## src/rtl/controller.sv

```systemverilog
// ----------------------------------------------------------------------------
// controller
//
// Converts key press/release events into a held-state vector with one bit per
// control. A key event is the rising edge of ready. On each event the key
// named by key_val is set or cleared. Some controls are grouped so that
// pressing one clears the others in its group.
//
// Ports
//    clk           in   1   system clock
//    rst           in   1   synchronous active-high reset
//    ready         in   1   key-event strobe; key_val/press valid while high
//    key_val       in   3   control index 0..7
//    press         in   1   1 = pressed, 0 = released
//    controls_out  out  8   registered held-state vector, 1 = held
//
// controls_out bit map
//    0 speed1   1 speed2   2 speed3   3 back
//    4 forward  5 left     6 right    7 fire
//
// Exclusive groups, where a press clears the other members of its group
//    speed         bits 2..0   one-hot or zero
//    back/forward  bits 4..3
//    left/right    bits 6..5
//    fire          bit  7      stands alone
// ----------------------------------------------------------------------------
module controller (
   input  logic       clk,
   input  logic       rst,
   input  logic       ready,
   input  logic [2:0] key_val,
   input  logic       press,
   output logic [7:0] controls_out
);

   localparam logic [7:0] GRP_SPEED = 8'h07;
   localparam logic [7:0] GRP_FB    = 8'h18;
   localparam logic [7:0] GRP_LR    = 8'h60;
   localparam logic [7:0] GRP_FIRE  = 8'h80;

   logic       ready_q;
   logic       key_event;
   logic [7:0] key_bit;
   logic [7:0] group_mask;
   logic [7:0] controls_next;

   // ready is high for as long as the receiver holds the strobe. Only the
   // first sampled high counts as an event.
   assign key_event = ready & ~ready_q;

   always_comb begin
      key_bit = 8'h00;
      key_bit[key_val] = 1'b1;
   end

   always_comb begin
      group_mask = GRP_FIRE;
      case (key_val)
         3'd0, 3'd1, 3'd2: group_mask = GRP_SPEED;
         3'd3, 3'd4:       group_mask = GRP_FB;
         3'd5, 3'd6:       group_mask = GRP_LR;
         default:          group_mask = GRP_FIRE;
      endcase
   end

   // A press clears the whole group and then sets the chosen bit. Because
   // each group is kept one-hot or zero, pressing a bit that is already held
   // leaves the vector as it was.
   always_comb begin
      controls_next = controls_out;
      if (press) begin
         controls_next = (controls_out & ~group_mask) | key_bit;
      end else begin
         controls_next = controls_out & ~key_bit;
      end
   end

   // Reset is checked first, so an event on the same edge as reset is dropped.
   // Clearing ready_q means ready already high when reset releases is
   // treated as a fresh event.
   always_ff @(posedge clk) begin
      if (rst) begin
         ready_q      <= 1'b0;
         controls_out <= 8'h00;
      end else begin
         ready_q <= ready;
         if (key_event) begin
            controls_out <= controls_next;
         end
      end
   end

endmodule

```

## config.mk

```make
export PLATFORM = sky130hd
export DESIGN_NAME = controller
export DESIGN_NICKNAME = d
export VERILOG_FILES = /design/src/rtl/controller.sv
export SDC_FILE = /design/constraint.sdc
export NUM_CORES = 1
export LEC_CHECK = 0
export BUFFER_PORTS_ARGS = -buffer_cell sky130_fd_sc_hd__buf_2
export CAP_MARGIN = 20
export CORE_AREA = 2 2 39 41
export CTS_CLUSTER_SIZE = 20
export DETAILED_ROUTE_END_ITERATION = 12
export DIE_AREA = 0 0 41 43
export PLACE_DENSITY = 0.71
export SETUP_SLACK_MARGIN = 0.05
export SLEW_MARGIN = 20
export SYNTH_ARGS = -nofsm -noshare
export SYNTH_HDL_FRONTEND = slang
export SYNTH_SLANG_ARGS = --single-unit
```

## constraint.sdc

```tcl
create_clock -name clk -period 3.2 [get_ports clk]
set_input_delay 0.64 -clock clk [delete_from_list [all_inputs] [get_ports clk]]
set_output_delay 0.64 -clock clk [all_outputs]
set_load 0.02 [all_outputs]
```

Word level (Yosys, flattened, before mapping):

Index checks and enable logic that the tools add are counted.

* bits in registers: 9
* bits in latches: 0
* memory bits (writable): 0
* bits in read-only memories: 0
* input bits: 7
* output and inout bits: 8
* word-level logic and storage cells: 26
* memories: 0

* add/sub/neg operators: 0
* multiply operators: 0
* divide/modulo/power cells: 0
* magnitude comparators: 2
* equal/unequal tests: 6
* shift-type cells: 0
* mux-type cells: 4
* bitwise operators: 7
* reduce and logical (&&, ||, !) cells: 5

Operators by type and width (number)
* $pmux W8 S3: 1
* $and A8 B8 Y8: 2
* $not A8 Y8: 2
* $eq A3 B3 Y1 const B: 3
* $mux W8: 1
* $or A8 B8 Y8: 1
* $eq A3 B2 Y1 const B: 2
* $lt A3 B4 Y1 const B: 1
* $reduce_or A2 Y1: 2
* $demux W1 S3: 1
* $eq A3 B1 Y1 const B: 1
* $ge A3 B1 Y1 const B: 1
* $logic_not A3 Y1: 1
* $reduce_or A3 Y1: 1
* $and A1 B1 Y1: 1
* $logic_and A1 B1 Y1: 1
* $mux W1: 1
* $not A1 Y1: 1

Depth between registers and ports, before layout:

* depth in word-level cells: 7
* mapped depth: 4
* depth with buffers taken out: 3

Least setup slack after synthesis:

OpenSTA, ideal clock, no wires.

* path kind: input -> register
* start: input port key_val[2]
* end: register controls_out[0]
* setup time: 0.069 ns
* data arrival time: 1.486 ns
* data required time: 3.131 ns
* path slack: 1.645 ns
* stages: 3
* buffers on the path: 0
* cell sequence: or3b_4 or4_1 o21ai_1

* cells in the longest elaborated chain, start to end: 7
* elaborated cells between the ends (all ways): 22
* those cells by class: order compare: 2; eq/ne: 6; mux: 4; bitwise: 5; reduce/logical: 5

Ends and longest elaborated chain
* start, declared: RTL line 31 `input logic [2:0] key_val,`
* $lt A3 B4 Y1 (not written as such), or another cell as far along: RTL line 53 `key_bit[key_val] = 1'b1;`
* $logic_and A1 B1 Y1 (not written as such), or another cell as far along: RTL line 53
* $mux W1 (not written as such) / $pmux W8 S3 (equally long branches): RTL line 53, 58
* $demux W1 S3 / $not A8 Y8 (equally long branches): RTL line 53, 72
* $not A8 Y8 / $and A8 B8 Y8 (equally long branches): RTL line 74, 72
* $and A8 B8 Y8 / $or A8 B8 Y8 (equally long branches): RTL line 74, 72
* $mux W8 (*): RTL line 71 `if (press) begin`
* end signal, assigned: RTL line 88 `controls_out <= controls_next;`
* end, declared: RTL line 33 `output logic [7:0] controls_out`

Mark *: on every way between the ends. The rest lies on a longest branch, timed or not.
A chain may end at the register's enable or synchronous reset.

Worst setup path after layout:

Same ends and word-level chain as after synthesis.

==> results.py <==
metrics = {
    "cells_and_area": {
        "area_growth_syn_to_layout_pct": 21.8,
        "final_cell_mix": "14 x buf_2, 9 x dfxtp_1",
        "finalInstanceArea_um2": 587,
        "fill_cells": 144,
        "n_antenna_cell": 0,
        "regArea_um2": 180,
        "multi_input_area_um2": 290,
        "fin_nets": 80,
        "drive_above_1_share": 0.278,
        "layout_commonest_cell": "buf_2",
    },
    "worst_setup_path": {
        "critPathSlowestCell": "or3b_4",
        "path_max_fanout": 7,
        "max_stage_delay_ns": 0.42,
        "crit_path_end_kind": "flop",
        "criticalPathCategory": "primary input to flop",
        "crit_arrival_ns": 1.66,
        "ff2ff_setup_slack_ns": 1.92,
        "cp-start-kind": "primary input",
        "worstPathRequired_ns": 3.40,
        "crit_chain": "buf_2, or3b_4, or4_1, o21ai_1",
    },
    "synthesis": {
        "synth_top_flop_cell": "dfxtp_1",
        "synth_edf_count": 0,
        "syn_area_um2": 482,
        "ys_top_cells_by_area": "dfxtp_1 37%, a31oi_1 5.2%, nand2b_1 5.2%",
        "yosysSeqAreaShare": 0.374,
        "synth_top_area_frac": 0.374,
        "synth_fp_nets": 64,
        "synth_cell_types": 26,
        "ys.warnings.count": 0,
        "yosysTopAreaCell": "dfxtp_1",
        "synth-seq-cells": 9,
        "ys_async_sr_fraction": 0,
        "synth_area_per_cell_um2": 8.45,
        "syn-instance-count": 57,
    },
    "sta": {
        "finClkSkew_ns": 0.00207,
        "finalSetupTns_ns": 0,
        "tightest_slew_ns": 0.229,
        "slew_violations": 0,
        "whs_ns": 0.464,
        "timing.final.crit_share": 0.456,
        "max_freq_mhz": 685,
        "setup_viol": 0,
        "rsz0062_at_grt": "false",
        "hold_viol": 0,
        "layout_min_cycle_time_ns": 1.46,
        "relSlewSlack": 0.847,
    },
    "clock_network": {
        "cts_hold_buf": 0,
        "cts_made_buffers": 3,
        "cts_sinks": 9,
        "cts_tree": "built",
        "clk_latency_ns": 0.27,
        "cts_setup_buffers": 0,
        "cts.htree.levels": 1,
        "clock_path_buffers": 2,
        "cts_root_buffer": "clkbuf_4",
        "clkTransAtPathRegs_ns": 0.06,
        "cts-resized-gates": 0,
    },
    "placement": {
        "globalplace.congestion": 0.804,
        "placed_area_um2": 561,
        "portBuffers": 14,
    },
    "pwr": {
        "power-per-cell-area_mw_per_mm2": 416,
        "p_leak_nw": 0.238,
        "p_total_w": 0.000244,
        "peakVddDrop_uv": 175,
    },
    "job": {
        "cap_viol_max_count": 0,
    },
    "die": {
        "core_area_mm2": 0.00138,
        "initial_core_util": 0.348,
        "ios": 15,
        "fp.dieW_um": 41,
        "die_y_um": 43,
        "die-area_mm2": 0.00176,
        "rows": 14,
    },
    "drt": {
        "drt_pass1_iterations": 4,
        "drtIter0Drc": 11,
        "ant_nets": 0,
        "wl_per_cell_um": 12.7,
        "routed_wl_um": 1120,
        "via_per_inst": 5.64,
        "vias": 496,
        "drc": 0,
    },
    "grt": {
        "grt-ovfl-total": 0,
        "antenna_found_initial": 0,
        "grt_usage": 0.151,
        "grt_pass1_vias": 397,
        "grt_max_degree": 15,
        "grt_first_pass_wirelength_um": 1780,
    },
    "run_status": {
        "outcome": "completed",
    },
    "worst_hold_path": {
        "hold_class": "flop to flop",
    },
}
-- power breakdown --
| part | internal, W | total [W] | switching, W | leakage, nW |
|---|---|---|---|---|
| Clock | 0.0000483 | 0.0000924 | 0.0000441 | 0.0150 |
| Combinational | 0.0000134 | 0.0000345 | 0.0000211 | 0.150 |
| Sequential | 0.000115 | 0.000117 | 0.00000217 | 0.0730 |
-- metrics by stage --
stage | utilization | cells | worst slack, ns
4_1_cts | 0.424 | 88 | 1.74
2_1_floorplan | - | 57 | 1.65
3_5_place_dp | 0.405 | 84 | 1.47
5_1_grt | 0.424 | 88 | 1.68
6_report | 0.424 | 88 | 1.74
3_3_place_gp | 0.405 | 84 | 1.48
-- state kept, by name, summed over array words and instances (netlist names) --
signal,count
controls_out,8
ready_q,1
-- synth_stat cells (2+ instances only) --
master and number:
dfxtp_1 9, o21ai_0 4, nor2_1 4, clkbuf_1 3
nand2b_1 4, a211oi_1 3, nor2b_1 2, o21ai_1 2
nand2_1 2, a31oi_1 4, nand3b_1 3, nand3_1 3
-- final cells by class --
cell class,instances,area share
Sequential cell,9,0.307
Timing Repair Buffer,14,0.119
Multi-Input combinational cell,45,0.495
Clock buffer,4,0.0448
Tap cell,16,0.0341
-- final timing paths --
| path | start | endpoint | cells after the start |
|---|---|---|---|
| min | controls_out[0] | controls_out[0] | 2 |
| min reg2reg | controls_out[0] | controls_out[0] | 2 |
| max | key_val[2] | controls_out[0] | 4 |
| max reg2reg | ready_q | controls_out[0] | 3 |
-- worst max-delay path: cells and delay by family --
| family | cells | cell delay (ns) |
|---|---|---|
| simple gates | 2 | 0.82 |
| buf+inv | 1 | 0.13 |
| compound gates | 1 | 0.07 |
-- metal layers --
| layer | vias to the layer above | routed length, um | track usage |
|---|---|---|---|
| li1 | 251 | - | - |
| met1 | 228 | 553 | 0.239 |
| met2 | 14 | 495 | 0.172 |
| met3 | 3 | 48 | 0.0314 |
| met4 | 0 | 23 | 0.100 |
| met5 | - | 0 | 0 |
-- kinds of logic (layout without fill, tap and decap cells) --
| group | Yosys count | count (layout) | share of synthesized area |
|---|---|---|---|
| AO/OA/AOI/OAI | 18 | 18 | 0.244 |
| flip-flops | 9 | 9 | 0.374 |
| AND/OR/NAND/NOR | 27 | 27 | 0.358 |
| buffers and inverters | 3 | 18 | 0.0234 |
(Power assumes the default switching activity.)
